File: config.mk
export PLATFORM = sky130hd
export DESIGN_NAME = sort_job_scheduler
export DESIGN_NICKNAME = d
export VERILOG_FILES = /design/src/rtl/sched_pkg.sv /design/src/rtl/rr_arbiter.sv /design/src/rtl/sort_job_scheduler.sv
export SDC_FILE = /design/constraint.sdc
export NUM_CORES = 1
export LEC_CHECK = 0
export ABC_CLOCK_PERIOD_IN_PS = 2900
export CAP_MARGIN = 20
export CORE_MARGIN = 10
export CORE_UTILIZATION = 42
export CTS_BUF_LIST = sky130_fd_sc_hd__clkbuf_4 sky130_fd_sc_hd__clkbuf_8 sky130_fd_sc_hd__clkbuf_16
export DETAILED_ROUTE_END_ITERATION = 7
export GPL_ROUTABILITY_DRIVEN = 1
export PLACE_DENSITY = 0.78
export SLEW_MARGIN = 25
export SYNTH_ARGS = -nofsm -noshare
export SYNTH_HDL_FRONTEND = slang
export SYNTH_SLANG_ARGS = --single-unit
File: constraint.sdc
create_clock -name clk -period 2.9 [get_ports clk]
set_input_delay 0.58 -clock clk [delete_from_list [all_inputs] [get_ports clk]]
set_output_delay 0.58 -clock clk [all_outputs]
set_load 0.02 [all_outputs]
File: src/rtl/sched_pkg.sv
// Shared types and sizes for the sort-engine job scheduler.
package sched_pkg;
  localparam int ELEM_W   = 4;
  localparam int RES_W    = 6;
  localparam int NUM_ELEM = 4;
  localparam int MODE_W   = 2;
  localparam int DATA_W   = ELEM_W * NUM_ELEM;

  typedef enum logic [1:0] {
    IDLE = 2'd0,
    FEED = 2'd1,
    WAIT = 2'd2,
    RESP = 2'd3
  } state_t;
endpackage

File: src/rtl/rr_arbiter.sv
// Combinational round-robin arbiter: grants the first active request at or after ptr, cyclically.
module rr_arbiter
  import sched_pkg::*;
#(
  parameter int NREQ = 4
) (
  input  logic [NREQ-1:0]         req,
  input  logic [$clog2(NREQ)-1:0] ptr,
  output logic [NREQ-1:0]         grant,
  output logic [$clog2(NREQ)-1:0] grant_idx,
  output logic                    any_grant
);
  localparam int IDX_W = $clog2(NREQ);

  logic [IDX_W-1:0] idx;

  always_comb begin
    grant     = '0;
    grant_idx = '0;
    any_grant = 1'b0;
    idx       = '0;
    for (int i = 0; i < NREQ; i++) begin
      idx = IDX_W'((int'(ptr) + i) % NREQ);
      if (!any_grant && req[idx]) begin
        any_grant  = 1'b1;
        grant[idx] = 1'b1;
        grant_idx  = idx;
      end
    end
  end
endmodule

File: src/rtl/sort_job_scheduler.sv
// Shares one serial sort/compute engine among NREQ requesters: round-robin job grant,
// 4-beat feed, result wait with timeout, and a tagged response held until accepted.
module sort_job_scheduler
  import sched_pkg::*;
#(
  parameter int NREQ    = 4,
  parameter int TIMEOUT = 100
) (
  input  logic                        clk,
  input  logic                        rst,
  input  logic [NREQ-1:0]             req_valid,
  output logic [NREQ-1:0]             req_ready,
  input  logic [MODE_W*NREQ-1:0]      req_mode,
  input  logic [DATA_W*NREQ-1:0]      req_data,
  output logic                        rsp_valid,
  input  logic                        rsp_ready,
  output logic [$clog2(NREQ)-1:0]     rsp_id,
  output logic signed [RES_W-1:0]     rsp_result,
  output logic                        rsp_err,
  output logic                        eng_in_valid,
  output logic signed [ELEM_W-1:0]    eng_in_number,
  output logic [MODE_W-1:0]           eng_mode,
  input  logic                        eng_out_valid,
  input  logic signed [RES_W-1:0]     eng_out_result,
  output logic                        spurious,
  output state_t                      dbg_state
);
  localparam int IDX_W = $clog2(NREQ);
  localparam int TMO_W = $clog2(TIMEOUT + 1);

  // Handshakes: a request transfers on the edge where req_valid[i] & req_ready[i];
  // a response transfers on the edge where rsp_valid & rsp_ready. Valid never waits on ready.

  state_t                   state, state_n;
  logic [IDX_W-1:0]         ptr;
  logic [1:0]               beat;
  logic [TMO_W-1:0]         tmo_cnt;
  logic [MODE_W-1:0]        job_mode;
  logic [DATA_W-1:0]        job_data;
  logic [IDX_W-1:0]         res_id;
  logic signed [RES_W-1:0]  res_val;
  logic                     res_err;
  logic                     spurious_q;

  logic [NREQ-1:0]          grant;
  logic [IDX_W-1:0]         grant_idx;
  logic                     any_grant;
  logic                     tmo_hit;

  rr_arbiter #(.NREQ(NREQ)) u_arb (
    .req       (req_valid),
    .ptr       (ptr),
    .grant     (grant),
    .grant_idx (grant_idx),
    .any_grant (any_grant)
  );

  assign tmo_hit = (tmo_cnt == TMO_W'(TIMEOUT - 1));

  always_comb begin
    state_n = state;
    case (state)
      IDLE:    if (any_grant) state_n = FEED;
      FEED:    if (beat == 2'(NUM_ELEM - 1)) state_n = WAIT;
      WAIT:    if (eng_out_valid || tmo_hit) state_n = RESP;
      RESP:    if (rsp_ready) state_n = IDLE;
      default: state_n = IDLE;
    endcase
  end

  // Grant is only offered from IDLE, so RESP back-pressure also stalls new jobs.
  always_comb begin
    req_ready     = '0;
    eng_in_valid  = 1'b0;
    eng_in_number = '0;
    eng_mode      = '0;
    rsp_valid     = 1'b0;
    rsp_id        = '0;
    rsp_result    = '0;
    rsp_err       = 1'b0;
    if (state == IDLE && !rst) req_ready = grant;
    if (state == FEED) begin
      eng_in_valid  = 1'b1;
      eng_in_number = job_data[ELEM_W*int'(beat) +: ELEM_W];
      eng_mode      = job_mode;
    end
    if (state == RESP) begin
      rsp_valid  = 1'b1;
      rsp_id     = res_id;
      rsp_result = res_val;
      rsp_err    = res_err;
    end
  end

  assign spurious  = spurious_q;
  assign dbg_state = state;

  always_ff @(posedge clk or posedge rst) begin
    if (rst) begin
      state      <= IDLE;
      ptr        <= '0;
      beat       <= '0;
      tmo_cnt    <= '0;
      job_mode   <= '0;
      job_data   <= '0;
      res_id     <= '0;
      res_val    <= '0;
      res_err    <= 1'b0;
      spurious_q <= 1'b0;
    end else begin
      state <= state_n;
      if (eng_out_valid && state != WAIT) spurious_q <= 1'b1;
      case (state)
        IDLE: begin
          if (any_grant) begin
            job_mode <= req_mode[MODE_W*int'(grant_idx) +: MODE_W];
            job_data <= req_data[DATA_W*int'(grant_idx) +: DATA_W];
            res_id   <= grant_idx;
            ptr      <= (grant_idx == IDX_W'(NREQ - 1)) ? '0 : grant_idx + 1'b1;
            beat     <= '0;
            tmo_cnt  <= '0;
          end
        end
        FEED: beat <= beat + 2'd1;
        WAIT: begin
          tmo_cnt <= tmo_cnt + 1'b1;
          // An answer arriving on the last allowed cycle still wins over the timeout.
          if (eng_out_valid) begin
            res_val <= eng_out_result;
            res_err <= 1'b0;
          end else if (tmo_hit) begin
            res_val <= '0;
            res_err <= 1'b1;
          end
        end
        default: ;
      endcase
    end
  end
endmodule
==> flow_summary.json <==
{
  "final.period_utilization_pct": 99.15,
  "synthCells": 344,
  "dieArea_um2": 11300,
  "drtAntennaViolNets": 0,
  "reg2reg_depth": 10,
  "worst-slew-pin-transition_ps": 786.0,
  "leakage_nw": 1.886,
  "ys_ff_latch": 41,
  "drv_cap": 0,
  "multi_input_area_um2": 1967,
  "rows": 31,
  "gp_congestion": 0.8795,
  "crit_type": "reg -> out",
  "cts_made_buffers": 5,
  "powerDensity_nw_per_um2": 1008,
  "vdd_drop_max_mv": 0.4140,
  "synth.avg_cell_area_um2": 9.089,
  "relSlewSlack_pct": 47.55,
  "wl_per_cell_um": 16.60,
  "area_growth_pct": 47.46,
  "drive_gt1_share_pct": 17.62,
  "power_mw": 4.646,
  "synth.cell_area_um2": 3127,
  "critPathLaunchType": "register",
  "port_buffers": 109,
  "layout_min_cycle_time_ps": 2875,
  "die-width_um": 106.3,
  "cts.sinks": 41,
  "fp.coreArea_um2": 7253,
  "fin_skew_ps": 7.816,
  "hold-path-cell-count": 2,
  "cts_max_level": 2,
  "hold_slack_ps": 462.1,
  "clkTransAtPathRegs_ps": 80,
  "num-nets-final": 571,
  "finalHoldViolCount": 0,
  "num-fill-cells": 617,
  "maxSlewViolCount": 0,
  "cp.arrival_ps": 2300,
  "cp_max_fo": 5,
  "yosysWarnings": 0,
  "cts_tree": "built",
  "status": "complete, no violations",
  "grt_max_degree": 42,
  "place_ws_ps": -488.0,
  "fmax_mhz": 347.8,
  "drc": 0,
  "register_area_um2": 1026,
  "ys_seq_area_share_pct": 32.81,
  "syn_nets": 444,
  "grt_pass1_vias": 3296,
  "grt_overflow": 0,
  "dpl.hpwl_um": 7461,
  "reg2reg_slack_ps": 220,
  "fin_ws_ps": 24.60,
  "via_per_inst": 5.367,
  "critPathCaptureType": "output pin",
  "clk_latency_ps": 290,
  "antenna_found_initial": 0,
  "grt_usage_pct": 16.81,
  "ctsLongestPathBuffers": 2,
  "ys_async_sr_fraction_pct": 100.0,
  "utilization_pct": 63.57,
  "diodes": 0,
  "drt-initial-drc-count": 127,
  "hold_class": "reg -> reg",
  "die_h_um": 106.3,
  "io_pins": 110,
  "setup_viol": 0,
  "yosysUniqueCellTypes": 60,
  "wl_um": 9462,
  "synth_flop_cell": "dfrtp_1",
  "cts-root-buf": "clkbuf_8",
  "vias": 3059,
  "grt_pass1_wl_um": 15790,
  "first_pass_iters": 4,
  "initial_utilization_pct": 43.11,
  "rsz0062_at_grt": "true",
  "cp.required_ps": 2320,
  "synth_edf_count": 0
}
[worst max-delay path: stages (launching register included)]
cell	delay (ps)
dfrtp_1	390
clkinvlp_4	120
ha_4	240
buf_4	150
nor2b_1	140
a2bb2oi_2	190
o32ai_4	110
and2_4	170
a221oi_2	270
nor2_2	60
buf_4	160
[state kept, by name, summed over array words and instances, names as in the netlist]
name       count
res_err        1
job_data      16
res_id         2
beat           2
tmo_cnt        7
ptr            2
dbg_state      2
res_val        6
spurious       1
job_mode       2
[cell families (layout without fill, tap and decap cells)]
| logic type | after synthesis | after routing | synth area share, % |
|---|---|---|---|
| AND/OR/NAND/NOR | 138 | 138 | 20.93 |
| AO/OA/AOI/OAI | 95 | 95 | 23.73 |
| flip-flops | 41 | 41 | 32.81 |
| buffers and inverters | 34 | 161 | 7.163 |
| multiplexers | 17 | 17 | 8.363 |
| adder cells (fa/ha/maj) | 14 | 14 | 5.602 |
| XOR/XNOR | 5 | 5 | 1.400 |
[path summary, 6_finish.rpt]
check	from	to
worst max register to register	ptr[0]	job_data[0]
min in group asynchronous	rst	tmo_cnt[2]
worst min-delay path	res_val[2]	res_val[2]
max in group asynchronous	rst	ptr[0]
worst min register to register	res_val[2]	res_val[2]
worst max-delay path	ptr[0]	req_ready[0]
[cells in the mapped netlist (all sizes together) (2+ instances only)]
| master | number | share of area, % |
|---|---|---|
| o21ai | 6 | 1.1 |
| ha | 14 | 5.6 |
| nor3 | 2 | 0.32 |
| mux2i | 7 | 2.2 |
| a311oi | 18 | 5.0 |
| a21oi | 8 | 1.3 |
| dfrtp | 41 | 33 |
| clkbuf | 12 | 2.6 |
| a21o | 2 | 0.48 |
| and4 | 2 | 0.56 |
| a31o | 2 | 0.56 |
| nand3 | 9 | 1.4 |
| mux2 | 3 | 1.1 |
| a22oi | 4 | 0.96 |
| a21boi | 18 | 4.4 |
| a211oi | 20 | 4.8 |
| a221oi | 4 | 1.1 |
| nor2 | 40 | 4.9 |
| and2 | 18 | 3.6 |
| nand4 | 2 | 0.40 |
| buf | 11 | 3.3 |
| nor2b | 4 | 1.0 |
| xnor2 | 5 | 1.4 |
| inv | 11 | 1.3 |
| mux4 | 7 | 5.0 |
| nand2 | 54 | 7.1 |
[through the flow]
stage	instance area [um^2]	TNS, ps	std cells
after floorplan	3203	-90.06	344
after global placement	4484	-4865	562
after detailed placement	4484	-6718	562
after CTS	4582	0	570
after global routing	4611	-226.3	570
final	4611	0	570
[power by group]
group	internal, mW	switching [mW]	total (mW)
clock	0.188	0.191	0.379
combinational	1.50	1.75	3.25
sequential	0.830	0.187	1.02
total	2.52	2.13	4.65
[cell usage in the layout (no fill, tap or decap), types with 3 or more instances in the layout]
| cell | instances |
|---|---|
| clkdlybuf4s50_1 | 101 |
| a311oi_1 | 18 |
| and2_1 | 17 |
| ha_1 | 13 |
| nand3_1 | 9 |
| mux4_2 | 7 |
| a21oi_1 | 8 |
| o21ai_0 | 5 |
| buf_6 | 3 |
| a21boi_0 | 8 |
| dlygate4sd2_1 | 3 |
| dfrtp_1 | 41 |
| clkbuf_8 | 6 |
| nand2_1 | 52 |
| mux2i_1 | 7 |
| inv_1 | 9 |
| xnor2_1 | 5 |
| nor2_1 | 35 |
| nor2b_1 | 3 |
| nor2_2 | 5 |
| buf_4 | 34 |
| a21boi_1 | 9 |
| a221oi_2 | 4 |
| a211oi_1 | 20 |
[repair_timing]
action | 4_1_cts | 5_1_grt
hold buffers | 0 | 0
pin swaps | 1 | 2
setup endpoints to repair | 4 | 21
buffers inserted | 1 | 0
resized for setup | 23 | 9
[routing by layer]
layer	vias to the layer above	global-route usage (%)	routed length, um
met2	103	29.06	4638
li1	1505	-	-
met1	1440	18.71	3855
met5	-	0	0
met3	11	6.884	844
met4	0	4.449	124
[area by class of cell]
type | count | share of cell area (%)
Sequential cell | 41 | 22.25
Inverter | 11 | 0.9769
Timing Repair Buffer | 143 | 29.47
Clock buffer | 6 | 1.791
Clock inverter | 1 | 0.1628
Multi-Input combinational cell | 269 | 42.66
Tap cell | 99 | 2.687
Power figures use the tool's default switching activity.
